`src/rtl/wb_pkg.sv`:
```
// Shared constants for the writeback merge stage: default widths, the
// hard-wired zero register, and the reset/write-enable encodings.
package wb_pkg;

    localparam int WB_DATA_W = 32;
    localparam int WB_ADDR_W = 5;

    localparam logic [WB_ADDR_W-1:0] ZERO_REG_ADDR = '0;
    localparam logic [WB_DATA_W-1:0] ZERO_WORD     = '0;

    localparam logic RST_ENABLE    = 1'b1;
    localparam logic WRITE_ENABLE  = 1'b1;
    localparam logic WRITE_DISABLE = 1'b0;

endpackage : wb_pkg

```
`src/rtl/wb_chan_fifo.sv`:
```
// Per-channel result FIFO. Power-of-two depth, free-running wrapping
// pointers, and an occupancy count that runs 0..DEPTH. A push into a full
// FIFO or a pop from an empty one is ignored.
module wb_chan_fifo
    import wb_pkg::*;
#(
    parameter int DEPTH = 4,
    parameter int WIDTH = WB_ADDR_W + WB_DATA_W
) (
    input  logic             clk,
    input  logic             rst,
    input  logic             push,
    input  logic             pop,
    input  logic [WIDTH-1:0] din,
    output logic [WIDTH-1:0] dout,
    output logic             empty,
    output logic             full
);

    localparam int PTR_W = $clog2(DEPTH);
    localparam logic [PTR_W-1:0] PTR_ONE  = PTR_W'(1);
    localparam logic [PTR_W:0]   CNT_ONE  = (PTR_W + 1)'(1);
    localparam logic [PTR_W:0]   CNT_FULL = (PTR_W + 1)'(DEPTH);

    logic [WIDTH-1:0] mem [DEPTH];
    logic [PTR_W-1:0] wr_ptr;
    logic [PTR_W-1:0] rd_ptr;
    logic [PTR_W:0]   count;
    logic             do_push;
    logic             do_pop;

    assign empty   = (count == '0);
    assign full    = (count == CNT_FULL);
    assign do_push = push & ~full;
    assign do_pop  = pop & ~empty;
    assign dout    = mem[rd_ptr];

    // Pointer and occupancy bookkeeping; push and pop in one cycle leave count unchanged.
    always_ff @(posedge clk) begin
        if (rst == RST_ENABLE) begin
            wr_ptr <= '0;
            rd_ptr <= '0;
            count  <= '0;
        end else begin
            if (do_push) wr_ptr <= wr_ptr + PTR_ONE;
            if (do_pop)  rd_ptr <= rd_ptr + PTR_ONE;
            case ({do_push, do_pop})
                2'b10:   count <= count + CNT_ONE;
                2'b01:   count <= count - CNT_ONE;
                default: count <= count;
            endcase
        end
    end

    // Storage write.
    // NOTE: the entry array is deliberately not reset; an entry is only ever
    // read after it has been written, so clearing it would buy nothing.
    always_ff @(posedge clk) begin
        if (do_push) mem[wr_ptr] <= din;
    end

endmodule : wb_chan_fifo

```
`src/rtl/wb_merge_buffer.sv`:
```
// Writeback merge stage: NUM_CH producer channels each feed a FIFO, and a
// round-robin arbiter drains one entry per cycle into the registered
// RegFile write port. Beats for register $0 or with we=0 are accepted and
// dropped at the FIFO input.
module wb_merge_buffer
    import wb_pkg::*;
#(
    parameter int NUM_CH = 4,
    parameter int DEPTH  = 4,
    parameter int DATA_W = WB_DATA_W,
    parameter int ADDR_W = WB_ADDR_W
) (
    input  logic                       clk,
    input  logic                       rst,
    input  logic [NUM_CH-1:0]          in_valid,
    output logic [NUM_CH-1:0]          in_ready,
    input  logic [NUM_CH-1:0]          in_we,
    input  logic [NUM_CH*ADDR_W-1:0]   in_addr,
    input  logic [NUM_CH*DATA_W-1:0]   in_result,
    output logic                       write_reg_en_out,
    output logic [ADDR_W-1:0]          write_reg_addr_out,
    output logic [DATA_W-1:0]          result_out,
    output logic                       idle
);

    localparam int CH_W    = $clog2(NUM_CH);
    localparam int ENTRY_W = ADDR_W + DATA_W;
    localparam logic [CH_W-1:0]   CH_ONE  = CH_W'(1);
    localparam logic [CH_W-1:0]   CH_LAST = CH_W'(NUM_CH - 1);
    localparam logic [NUM_CH-1:0] GNT_ONE = NUM_CH'(1);

    logic [NUM_CH-1:0]  fifo_empty;
    logic [NUM_CH-1:0]  fifo_full;
    logic [NUM_CH-1:0]  push;
    logic [NUM_CH-1:0]  grant;
    logic [ENTRY_W-1:0] fifo_dout [NUM_CH];
    logic [CH_W-1:0]    rr_ptr;
    logic [CH_W-1:0]    grant_idx;
    logic [CH_W-1:0]    next_rr;
    logic               any_grant;

    // Ready depends only on registered occupancy, never on in_valid.
    assign in_ready = ~fifo_full;
    assign idle     = (&fifo_empty) & ~write_reg_en_out;

    for (genvar c = 0; c < NUM_CH; c++) begin : g_chan
        logic [ADDR_W-1:0] ch_addr;
        logic [DATA_W-1:0] ch_data;

        assign ch_addr = in_addr[c*ADDR_W +: ADDR_W];
        assign ch_data = in_result[c*DATA_W +: DATA_W];
        assign push[c] = in_valid[c] & in_ready[c] & in_we[c]
                       & (ch_addr != ADDR_W'(ZERO_REG_ADDR));

        wb_chan_fifo #(
            .DEPTH (DEPTH),
            .WIDTH (ENTRY_W)
        ) u_fifo (
            .clk   (clk),
            .rst   (rst),
            .push  (push[c]),
            .pop   (grant[c]),
            .din   ({ch_addr, ch_data}),
            .dout  (fifo_dout[c]),
            .empty (fifo_empty[c]),
            .full  (fifo_full[c])
        );
    end

    // Round-robin pick: lowest requester at or above rr_ptr, else lowest overall.
    always_comb begin
        logic [NUM_CH-1:0] req;
        logic [NUM_CH-1:0] high_mask;
        logic [NUM_CH-1:0] masked;

        // NOTE: every signal written here gets a default first so no path
        // leaves it unassigned and no latch is inferred.
        req       = ~fifo_empty;
        high_mask = '0;
        grant_idx = '0;
        for (int c = 0; c < NUM_CH; c++) begin
            high_mask[c] = (CH_W'(c) >= rr_ptr);
        end
        masked = req & high_mask;

        // Descending scans so the lowest set bit is the last one written.
        for (int c = NUM_CH - 1; c >= 0; c--) begin
            if (req[c]) grant_idx = CH_W'(c);
        end
        for (int c = NUM_CH - 1; c >= 0; c--) begin
            if (masked[c]) grant_idx = CH_W'(c);
        end

        any_grant = |req;
        grant     = any_grant ? (GNT_ONE << grant_idx) : '0;
        next_rr   = (grant_idx == CH_LAST) ? '0 : grant_idx + CH_ONE;
    end

    // Registered write port and arbiter pointer; address/data hold when idle.
    // NOTE: sequential state uses non-blocking assignments so every register
    // samples pre-edge values regardless of statement order.
    always_ff @(posedge clk) begin
        if (rst == RST_ENABLE) begin
            write_reg_en_out   <= WRITE_DISABLE;
            write_reg_addr_out <= ADDR_W'(ZERO_REG_ADDR);
            result_out         <= DATA_W'(ZERO_WORD);
            rr_ptr             <= '0;
        end else if (any_grant) begin
            write_reg_en_out                  <= WRITE_ENABLE;
            {write_reg_addr_out, result_out}  <= fifo_dout[grant_idx];
            rr_ptr                            <= next_rr;
        end else begin
            write_reg_en_out <= WRITE_DISABLE;
        end
    end

endmodule : wb_merge_buffer

```
`config.mk`:
```
export PLATFORM = sky130hd
export DESIGN_NAME = wb_merge_buffer
export DESIGN_NICKNAME = d
export VERILOG_FILES = /design/src/rtl/wb_pkg.sv /design/src/rtl/wb_chan_fifo.sv /design/src/rtl/wb_merge_buffer.sv
export SDC_FILE = /design/constraint.sdc
export NUM_CORES = 1
export LEC_CHECK = 0
export BUFFER_PORTS_ARGS = -buffer_cell sky130_fd_sc_hd__buf_2
export CAP_MARGIN = 20
export CORE_MARGIN = 4
export CORE_UTILIZATION = 40
export CTS_CLUSTER_SIZE = 25
export DETAILED_ROUTE_END_ITERATION = 10
export HOLD_SLACK_MARGIN = 0.15
export PLACE_DENSITY = 0.64
export SLEW_MARGIN = 30
export SYNTH_ARGS = -nofsm -noshare
export SYNTH_HDL_FRONTEND = slang
export SYNTH_SLANG_ARGS = --single-unit
```
`constraint.sdc`:
```
create_clock -name clk -period 8.2 [get_ports clk]
set_input_delay 0.82 -clock clk [delete_from_list [all_inputs] [get_ports clk]]
set_output_delay 0.82 -clock clk [all_outputs]
set_load 0.05 [all_outputs]
```
==> impl_metrics.csv, run 1 <==
group,metric,value,unit
run_status,outcome,"completed",
setup_path,slowest_stage,"nor3_1",
synthesis,yosys_warnings,0,
drt,vias_per_cell,5.21,
die,core_area,63100,um2
synthesis,synth_nets,1398,
power_and_ir_drop,total_power,9.89,mW
clock_network,clk_pin_slew,0.06,ns
sta,timing.final.ws_setup,4.56,ns
power_and_ir_drop,power_density,334,nW/um2
synthesis,syn_area,25500,um2
clock_network,clk_latency,0.58,ns
placed_design,io_buffer_count,200,
setup_path,crit_required,8.70,ns
drt,firstDrtPassIters,4,
run,drv_cap,0,
setup_path,setup.worst_path.start_class,"register",
die,die_area,67900,um2
sta,timing.setup.tns,0,ns
synthesis,synthCells,1214,
global_routing,grt_max_degree,45,
global_routing,grt_pass1_wl,84.8,mm
placed_design,dpl.hpwl,38.1,mm
sta,max-slew-margin-rel,44.2,%
clock_network,numCtsBuffers,70,
die,initial_utilization,40.4,%
synthesis,synthFlopType,"edfxtp_1",
power_and_ir_drop,p_int,6.92,mW
setup_path,max_stage_delay,0.54,ns
setup_path,path_class,"reg2reg",
setup_path,crit_chain,"nor3_1 -> nor2_1 -> o32a_2 -> inv_4 -> ha_1 -> and2_1 -> ha_1 -> inv_1 -> fa_1 -> xor2_1 -> or3_1 -> a21oi_1",
setup_path,r2r-start,"g_chan[2].u_fifo.count[2]$_SDFFE_PP0P_",
finish,finalCoreUtilization,47.0,%
sta,fmax,275,MHz
drt,ant_nets,0,
synthesis,synth_edf_count,592,
worst_hold_path,hold_class,"in2reg",
die,ios,201,
power_and_ir_drop,combPwrFrac,27.6,%
synthesis,yosysSeqAreaShare,75.7,%
clock_network,htree_levels,3,
power_and_ir_drop,power.static_leakage,10.0,nW
synthesis,synth_top_cell_area_share,69.7,%
clock_network,cts_tree,"done",
clock_network,cts.sinks,668,
sta,worst_pin_slew,0.838,ns
sta,finalSetupViolCount,0,
die,die_w,261,um
synthesis,async_flop_share,0,%
clock_network,clockBufferDepth,3,
synthesis,synth_area_leaders,"edfxtp_1 (70%), mux4_2 (13%), dfxtp_1 (6.0%), mux2i_1 (3.1%), a2bb2oi_1 (1.3%)",
global_routing,track_usage,17.2,%
power_and_ir_drop,seq_power_share,41.7,%
synthesis,synth-seq-cells,668,
sta,hold_viol,0,
placed_design,place.gp.congestion,0.785,
power_and_ir_drop,switching_share,30.0,%
setup_path,arrival,4.14,ns
clock_network,cts_setup_buffers,0,
setup_path,cp_max_fo,33,
sta,grt_setup_unrepaired,"no",
sta,finalMaxSlewViolations,0,
drt,vias,12200,
global_routing,grt_pass1_vias,13000,
synthesis,synth_top_area_cell,"edfxtp_1",
setup_path,worstSetupEndpointType,"register",
power_and_ir_drop,p_sw,2.97,mW
finish,nets,1632,
drt,drt_wl_total,58.0,mm
sta,clock_skew,0.0160,ns
clock_network,cts_hold_buf,0,
drt,drc,0,
finish,area_growth,16.2,%
worst_hold_path,hp-start,"in_result[53]",
clock_network,clockRootBuffer,"clkbuf_16",
sta,timing.final.crit_share,44.4,%
drt,wl_per_cell,24.7,um
clock_network,cts_resized,0,
synthesis,syn_avg_cell_area,21.0,um2
global_routing,antenna_found_initial,15,
setup_path,path_common_cell,"ha_1",
sta,period_needed,3.64,ns
placed_design,preCtsSetupSlack,4.58,ns
power_and_ir_drop,p_clk_share,30.7,%
die,num_rows,92,
power_and_ir_drop,vdd_drop_max,0.000478,V
global_routing,grt_remaining_overflow,0,
finish,drive_gt1_share,32.8,%
synthesis,ys_types,38,
die,die_height,261,um
setup_path,critPathLaunch,"g_chan[2].u_fifo.count[2]$_SDFFE_PP0P_",
sta,whs,0.452,ns
drt,drtIter0Drc,784,
[placed cells by master, fill, tap and decap left out, types with 5 or more instances in the layout]
cell,count
buf_2,200
dfxtp_1,68
clkinv_1,7
or3_1,8
mux4_2,148
xor2_1,10
edfxtp_1,592
clkinv_2,6
o21ai_0,18
xnor2_1,12
ha_1,22
nand3_1,9
diode_2,6
o21ai_1,21
and2_4,5
a2bb2oi_1,37
clkbuf_16,74
buf_4,19
and2_2,11
dfxtp_2,5
nor2_1,46
inv_1,19
a21oi_1,10
mux2i_1,78
nand2_1,9
clkbuf_1,21
[Yosys cell counts (8+ instances only)]
cell type and number:
nand3_1 9, inv_1 19, o21ai_1 21, xor2_1 10, mux4_2 148, nand2_1 9, clkbuf_1 34, and2_1 18
a2bb2oi_1 37, a21oi_1 10, o21ai_0 18, nor2_1 46, xnor2_1 12, dfxtp_1 76, edfxtp_1 592, buf_2 9
or3_1 8, mux2i_1 78, ha_1 22
[final timing paths]
path | to | slack [ns] | cells after the start
worst max register to register | g_chan[0].u_fifo.count[2]$_SDFFE_PP0P_ | 4.56 | 12
worst max-delay path | g_chan[0].u_fifo.count[2]$_SDFFE_PP0P_ | 4.56 | 12
worst min-delay path | g_chan[1].u_fifo.mem[3][21]$_DFFE_PP_ | 0.45 | 1
worst min register to register | result_out[6]$_SDFFE_PP0N_ | 0.48 | 2
[registers in the layout, summed over array words and instances (netlist names), named ones only]
name,flops
rr_ptr,2
g_chan.u_fifo.rd_ptr,8
g_chan.u_fifo.count,12
g_chan.u_fifo.mem,592
write_reg_en_out,1
result_out,32
g_chan.u_fifo.wr_ptr,8
write_reg_addr_out,5
[per-layer routing]
layer	vias to the layer above	wire length [um]	GRT usage, %
met4	20	1010	3.49
met5	-	137	0
met2	286	29600	29.6
met3	94	4360	5.27
met1	6413	22800	21.6
li1	5424	-	-
[critical path: cells and delay by family (launching register included)]
kind | cells | cell delay (ns)
compound gates | 2 | 0.61
xor+xnor | 1 | 0.16
fa+ha+maj | 3 | 0.83
buf+inv | 2 | 0.51
flops | 1 | 0.34
simple gates | 4 | 1.09
[logic make-up (layout without fill, tap and decap cells)]
group           after synthesis  count (layout)  share of synthesized area, %
flops                       668             668                          75.7
mux                         226             226                          16.1
simple gates                101             101                          1.96
compound gates               94              94                          2.54
buf+inv                      77             358                          1.55
fa+ha+maj                    26              26                          1.39
xor+xnor                     22              22                         0.756
other cells                   0               6                             0
[layout make-up]
class	instances	area (um2)
diodes	6	15.0
repair buffers	219	1140
clock inverters	20	201
inverters	20	77.6
well taps	846	1060
fillers	5347	33400
flip-flops and latches	668	19300
multi-input cells	469	5840
clock buffers	99	1990
[power by group through the flow]
stage | registers (mW) | clock network, mW | logic (mW)
3_3_place_gp | 4.19 | 0 | 2.73
2_1_floorplan | 4.31 | 0 | 2.05
5_1_grt | 4.15 | 3.26 | 2.95
4_1_cts | 4.13 | 3.12 | 2.78
3_5_place_dp | 4.20 | 0 | 2.78
6_report | 4.12 | 3.04 | 2.73
[through the flow]
stage	cell area, um2	instances
2_1_floorplan	25500	1214
3_3_place_gp	27400	2222
3_5_place_dp	27400	2222
4_1_cts	29600	2341
5_1_grt	29600	2341
6_report	29600	2347
No activity file was read; power rests on OpenSTA's default activity.
==> inputs of run 2 (changes only) <==
--- a/config.mk
+++ b/config.mk
@@ -12,7 +12,7 @@
 export CTS_CLUSTER_SIZE = 25
 export DETAILED_ROUTE_END_ITERATION = 10
 export HOLD_SLACK_MARGIN = 0.15
-export PLACE_DENSITY = 0.64
+export PLACE_DENSITY = 0.66
 export SLEW_MARGIN = 30
 export SYNTH_ARGS = -nofsm -noshare
 export SYNTH_HDL_FRONTEND = slang
==> constraint.sdc (replaced) <==
create_clock -name clk -period 3.2 [get_ports clk]
set_input_delay 0.32 -clock clk [delete_from_list [all_inputs] [get_ports clk]]
set_output_delay 0.32 -clock clk [all_outputs]
set_load 0.05 [all_outputs]
==> impl_metrics.csv, run 2 (same netlist as run 1, synthesis figures left out) <==
group,metric,value,unit
run_status,outcome,"completed",
clock_network,clockBufferDepth,3,
setup_path,setup.worst_path.start_class,"register",
power_and_ir_drop,power_density,834,nW/um2
finish,finalCoreUtilization,49.9,%
setup_path,cp_max_fo,6,
setup_path,path_class,"reg2reg",
finish,largest_reg_flops,592,
sta,worst_pin_slew,0.782,ns
placed_design,dpl.hpwl,37.1,mm
sta,max-slew-margin-rel,47.7,%
finish,area.sequential,19300,um2
die,num_rows,92,
power_and_ir_drop,switching_share,30.3,%
global_routing,track_usage,17.3,%
die,die_height,261,um
placed_design,dp_cells,2239,
finish,multi_input_area,5840,um2
drt,vias_per_cell,5.11,
die,ios,201,
finish,stdcell_count,2522,
power_and_ir_drop,p_int,18.3,mW
clock_network,clk_pin_slew,0.06,ns
clock_network,htree_levels,3,
placed_design,io_buffer_count,200,
sta,fmax,333,MHz
drt,wl_per_cell,23.0,um
die,die_w,261,um
setup_path,r2r-start,"g_chan[3].u_fifo.count[0]$_SDFFE_PP0P_",
power_and_ir_drop,p_clk_share,30.8,%
sta,period_needed,3.01,ns
drt,drtIter0Drc,886,
setup_path,rr_worst_depth,11,
finish,final.fill_count,5236,
drt,ant_nets,0,
drt,vias,12900,
global_routing,grt_max_degree,75,
drt,drc,0,
finish,layout_common_cells,"edfxtp_1 (592), buf_2 (200), dlygate4sd3_1 (149), mux4_2 (148), mux2i_1 (78)",
finish,drive_gt1_share,31.2,%
global_routing,grt_pass1_vias,13800,
power_and_ir_drop,p_sw,7.95,mW
clock_network,numCtsBuffers,70,
worst_hold_path,min_to,"g_chan[2].u_fifo.wr_ptr[0]$_SDFFE_PP0P_",
finish,final_common_cell,"edfxtp_1",
global_routing,grt_remaining_overflow,0,
power_and_ir_drop,vdd_drop_max,0.00191,V
drt,firstDrtPassIters,5,
sta,finalMaxSlewViolations,0,
die,core_area,63100,um2
finish,reg.largest.list,"g_chan.u_fifo.mem: 592 flops, result_out: 32 flops, g_chan.u_fifo.count: 12 flops",
sta,timing.setup.tns,0,ns
setup_path,arrival,3.52,ns
finish,regMostFlops,"g_chan.u_fifo.mem",
placed_design,place.gp.congestion,0.789,
die,initial_utilization,40.4,%
sta,grt_setup_unrepaired,"no",
clock_network,clockRootBuffer,"clkbuf_16",
setup_path,worstSetupEndpointType,"register",
clock_network,cts_tree,"done",
global_routing,antenna_found_initial,11,
finish,nets,1799,
clock_network,cts.sinks,668,
sta,hold_viol,0,
power_and_ir_drop,combPwrFrac,29.2,%
power_and_ir_drop,seq_power_share,40.0,%
power_and_ir_drop,power.static_leakage,10.8,nW
sta,clock_skew,0.0168,ns
clock_network,clk_latency,0.60,ns
worst_hold_path,hold_depth,5,
sta,timing.final.crit_share,93.9,%
worst_hold_path,hp-start,"in_valid[2]",
sta,finalSetupViolCount,0,
global_routing,grt_pass1_wl,87.0,mm
run,drv_cap,0,
setup_path,r2r-end,"g_chan[0].u_fifo.count[2]$_SDFFE_PP0P_",
die,die_area,67900,um2
setup_path,reg2reg_slack,0.19,ns
setup_path,crit_required,3.71,ns
drt,drt_wl_total,58.1,mm
finish,area_growth,23.3,%
worst_hold_path,hold_class,"in2reg",
## run 2: layout make-up
type                    count  area share, %
flip-flops and latches    668           61.4
multi-input cells         469           18.6
repair buffers            386           9.01
clock buffers              97           6.38
well taps                 846           3.37
clock inverters            30           1.01
inverters                  20          0.247
diodes                      6         0.0477
## run 2: what timing repair did
item,CTS,global route
buffers inserted,0,1
hold buffers,149,0
endpoints found under the hold margin,593,0
setup endpoints to repair,0,3
gates resized for setup,0,2
## run 2: per-stage QoR
step	instance area (um2)	hold slack (ns)	setup slack, ns	power, mW
after global placement	27600	0.455	0.242	18.1
after global routing	31500	0.263	0.0229	27.5
final	31500	0.253	0.195	26.2
after CTS	31400	0.225	0.115	26.6
after floorplan	25500	0.419	0.0457	16.3
after detailed placement	27600	0.460	0.151	18.3
## run 2: worst max path at each step
stage / start / to / slack (ns)
finish: g_chan[3].u_fifo.count[0]$_SDFFE_PP0P_ / g_chan[0].u_fifo.count[2]$_SDFFE_PP0P_ / 0.19
global route: g_chan[0].u_fifo.count[2]$_SDFFE_PP0P_ / g_chan[1].u_fifo.count[2]$_SDFFE_PP0P_ / 0.02
CTS: g_chan[3].u_fifo.count[0]$_SDFFE_PP0P_ / g_chan[0].u_fifo.count[2]$_SDFFE_PP0P_ / 0.12
detailed placement: g_chan[1].u_fifo.count[0]$_SDFFE_PP0P_ / g_chan[1].u_fifo.count[2]$_SDFFE_PP0P_ / 0.15
global placement: g_chan[3].u_fifo.count[0]$_SDFFE_PP0P_ / g_chan[0].u_fifo.count[2]$_SDFFE_PP0P_ / 0.24
floorplan: g_chan[3].u_fifo.count[0]$_SDFFE_PP0P_ / g_chan[0].u_fifo.count[2]$_SDFFE_PP0P_ / 0.05
## run 2: critical path, cell delays in order, from the launching register on
cell and delay, ns:
dfxtp_1 0.35, or3_4 0.43, o32a_2 0.45, inv_4 0.09, ha_1 0.13, and2_1 0.18, ha_1 0.22, inv_1 0.07
fa_1 0.38, xor2_1 0.17, or3_1 0.32, a21oi_1 0.15
## run 2: power by group through the flow
stage	clock, mW	combinational (mW)	sequential (mW)
floorplan	0	5.25	11.0
global placement	0	7.51	10.6
detailed placement	0	7.63	10.7
CTS	8.27	7.81	10.5
global route	8.70	8.27	10.5
finish	8.08	7.67	10.5
## run 2: routing by layer
layer | share of wire [%] | wire length, um | track usage [%]
met1 | 40 | 23400 | 21.9
met2 | 51 | 29800 | 29.6
met3 | 6.7 | 3910 | 5.40
met4 | 1.6 | 908 | 3.80
met5 | 0.11 | 66 | 0
==> inputs of run 3 (changes only) <==
--- a/config.mk
+++ b/config.mk
@@ -12,7 +12,7 @@
 export CTS_CLUSTER_SIZE = 25
 export DETAILED_ROUTE_END_ITERATION = 10
 export HOLD_SLACK_MARGIN = 0.15
-export PLACE_DENSITY = 0.66
+export PLACE_DENSITY = 0.64
 export SLEW_MARGIN = 30
 export SYNTH_ARGS = -nofsm -noshare
 export SYNTH_HDL_FRONTEND = slang
==> constraint.sdc (replaced) <==
create_clock -name clk -period 3.25 [get_ports clk]
set_input_delay 0.325 -clock clk [delete_from_list [all_inputs] [get_ports clk]]
set_output_delay 0.325 -clock clk [all_outputs]
set_load 0.05 [all_outputs]
==> impl_metrics.csv, run 3 (same netlist as run 1, synthesis figures left out) <==
group,metric,value,unit
global_routing,grt_pass1_wl,85.7,mm
run_status,outcome,"completed",
clock_network,clk_pin_slew,0.06,ns
finish,regMostFlops,"g_chan.u_fifo.mem",
sta,grt_setup_unrepaired,"no",
placed_design,dp_cells,2242,
power_and_ir_drop,switching_share,30.0,%
clock_network,clockRootBuffer,"clkbuf_16",
power_and_ir_drop,p_clk_share,30.7,%
power_and_ir_drop,power.static_leakage,10.8,nW
global_routing,grt_pass1_vias,13700,
clock_network,cts.sinks,668,
sta,worst_pin_slew,0.910,ns
global_routing,grt_remaining_overflow,0,
setup_path,path_class,"reg2reg",
worst_hold_path,hold_class,"in2reg",
drt,drtIter0Drc,909,
sta,timing.final.crit_share,93.3,%
drt,met1_length,23.6,mm
power_and_ir_drop,combPwrFrac,28.9,%
sta,hold_viol,0,
global_routing,track_usage,17.1,%
die,die_area,67900,um2
power_and_ir_drop,vdd_drop_max,0.00131,V
finish,area_growth,23.2,%
die,die_w,261,um
die,num_rows,92,
power_and_ir_drop,power_density,819,nW/um2
placed_design,io_buffer_count,200,
run,drv_cap,0,
power_and_ir_drop,p_sw,7.73,mW
setup_path,setup.worst_path.start_class,"register",
finish,drive_gt1_share,31.0,%
sta,timing.final.ws_setup,0.216,ns
setup_path,worstSetupEndpointType,"register",
finish,largest_reg_flops,592,
drt,ant_nets,0,
setup_path,slowest_stage,"or3_1",
finish,layout_common_cells,"edfxtp_1 (592), buf_2 (200), mux4_2 (148), dlygate4sd3_1 (148), mux2i_1 (78)",
finish,final_common_cell,"edfxtp_1",
drt,drc,0,
die,initial_utilization,40.4,%
drt,wl_per_cell,22.9,um
setup_path,critPathTopFamily,"simple AND/OR/NAND/NOR gates",
placed_design,dpl.hpwl,37.2,mm
clock_network,htree_levels,3,
finish,nets,1802,
die,die_height,261,um
sta,clock_skew,0.0175,ns
placed_design,place.gp.congestion,0.797,
drt,vias,12900,
sta,finalMaxSlewViolations,0,
drt,dr_wl_met2,29.4,mm
finish,final_cell_area,31400,um2
die,ios,201,
sta,timing.setup.tns,0,ns
drt,wl_met3,3.71,mm
placed_design,preCtsSetupSlack,0.187,ns
sta,finalSetupViolCount,0,
global_routing,grt_max_degree,45,
sta,whs,0.260,ns
placed_design,placedInstanceArea,27600,um2
clock_network,numCtsBuffers,70,
finish,reg.largest.list,"g_chan.u_fifo.mem: 592 flops, result_out: 32 flops, g_chan.u_fifo.count: 12 flops",
clock_network,clk_latency,0.59,ns
drt,vias_per_cell,5.12,
sta,period_needed,3.03,ns
setup_path,crit_required,3.77,ns
setup_path,cp_max_fo,4,
setup_path,arrival,3.55,ns
die,core_area,63100,um2
sta,max-slew-margin-rel,39.4,%
setup_path,crit_chain,"or3_1 -> buf_4 -> a21oi_1 -> o32a_2 -> ha_1 -> and2_1 -> ha_1 -> inv_1 -> fa_1 -> xor2_1 -> or3_1 -> a21oi_1",
setup_path,reg2reg_slack,0.22,ns
sta,fmax,330,MHz
drt,firstDrtPassIters,5,
clock_network,cts_tree,"done",
setup_path,max_stage_delay,0.45,ns
power_and_ir_drop,p_int,18.0,mW
drt,top_layer,"met5",
setup_path,crit_buf_inv,2,
clock_network,clockBufferDepth,3,
drt,drt_wl_total,57.7,mm
finish,stdcell_count,2522,
global_routing,antenna_found_initial,6,
power_and_ir_drop,seq_power_share,40.3,%
-- run 3: changes by cell type in the layout (fill, tap and decap cells not counted), moves of 2 or more --
cell | previous run | this run
diode_2 | 6 | 4
inv_6 | 3 | 0
clkbuf_1 | 15 | 20
buf_4 | 32 | 37
clkinvlp_4 | 2 | 0
-- run 3: metal layers --
metal  vias to the layer above  GRT usage, %
met5                         -             0
met4                         8          3.50
met3                        76          4.51
met2                       317          29.2
met1                      6725          22.4
li1                       5778             -
-- run 3: power groups by stage --
| stage | logic, mW | clock network, mW | registers (mW) |
|---|---|---|---|
| 2_1_floorplan | 5.17 | 0 | 10.9 |
| 6_report | 7.44 | 7.91 | 10.4 |
| 4_1_cts | 7.58 | 8.12 | 10.4 |
| 3_3_place_gp | 7.29 | 0 | 10.5 |
| 3_5_place_dp | 7.40 | 0 | 10.6 |
| 5_1_grt | 7.99 | 8.52 | 10.5 |
-- run 3: path summary, 6_finish.rpt --
kind                            depth (start not counted)                                   start                                 endpoint
worst min register to register                          2              result_out[6]$_SDFFE_PP0N_               result_out[6]$_SDFFE_PP0N_
worst max register to register                         12  g_chan[1].u_fifo.count[0]$_SDFFE_PP0P_   g_chan[2].u_fifo.count[2]$_SDFFE_PP0P_
worst max-delay path                                   12  g_chan[1].u_fifo.count[0]$_SDFFE_PP0P_   g_chan[2].u_fifo.count[2]$_SDFFE_PP0P_
worst min-delay path                                    3                                     rst  g_chan[2].u_fifo.rd_ptr[0]$_SDFFE_PP0P_
-- run 3: cell type report --
| type | count | area (um2) |
|---|---|---|
| repair buffers | 389 | 2840 |
| clock buffers | 102 | 2030 |
| diodes | 4 | 10.0 |
| multi-input cells | 469 | 5840 |
| inverters | 20 | 77.6 |
| well taps | 846 | 1060 |
| fillers | 5264 | 31700 |
| flip-flops and latches | 668 | 19300 |
| clock inverters | 24 | 258 |
-- run 3: per-stage QoR --
stage                     total power [mW]  utilization [%]
after global placement                17.8             43.8
after global routing                  27.0             49.8
after floorplan                       16.0                -
final                                 25.7             49.8
after CTS                             26.1             49.8
after detailed placement              18.0             43.8
-- run 3: tightest hold or removal path, delay by kind of cell --
kind	cells	cell delay (ns)
buffers and inverters	2	0.35
and+or+nand+nor	1	0.13
-- run 3: what timing repair did --
action / in CTS / in global routing
hold endpoints to repair: 592 / 0
endpoints found under the setup margin: 0 / 4
gates resized for setup: 0 / 1
hold buffers: 148 / 0
buffers inserted: 0 / 2
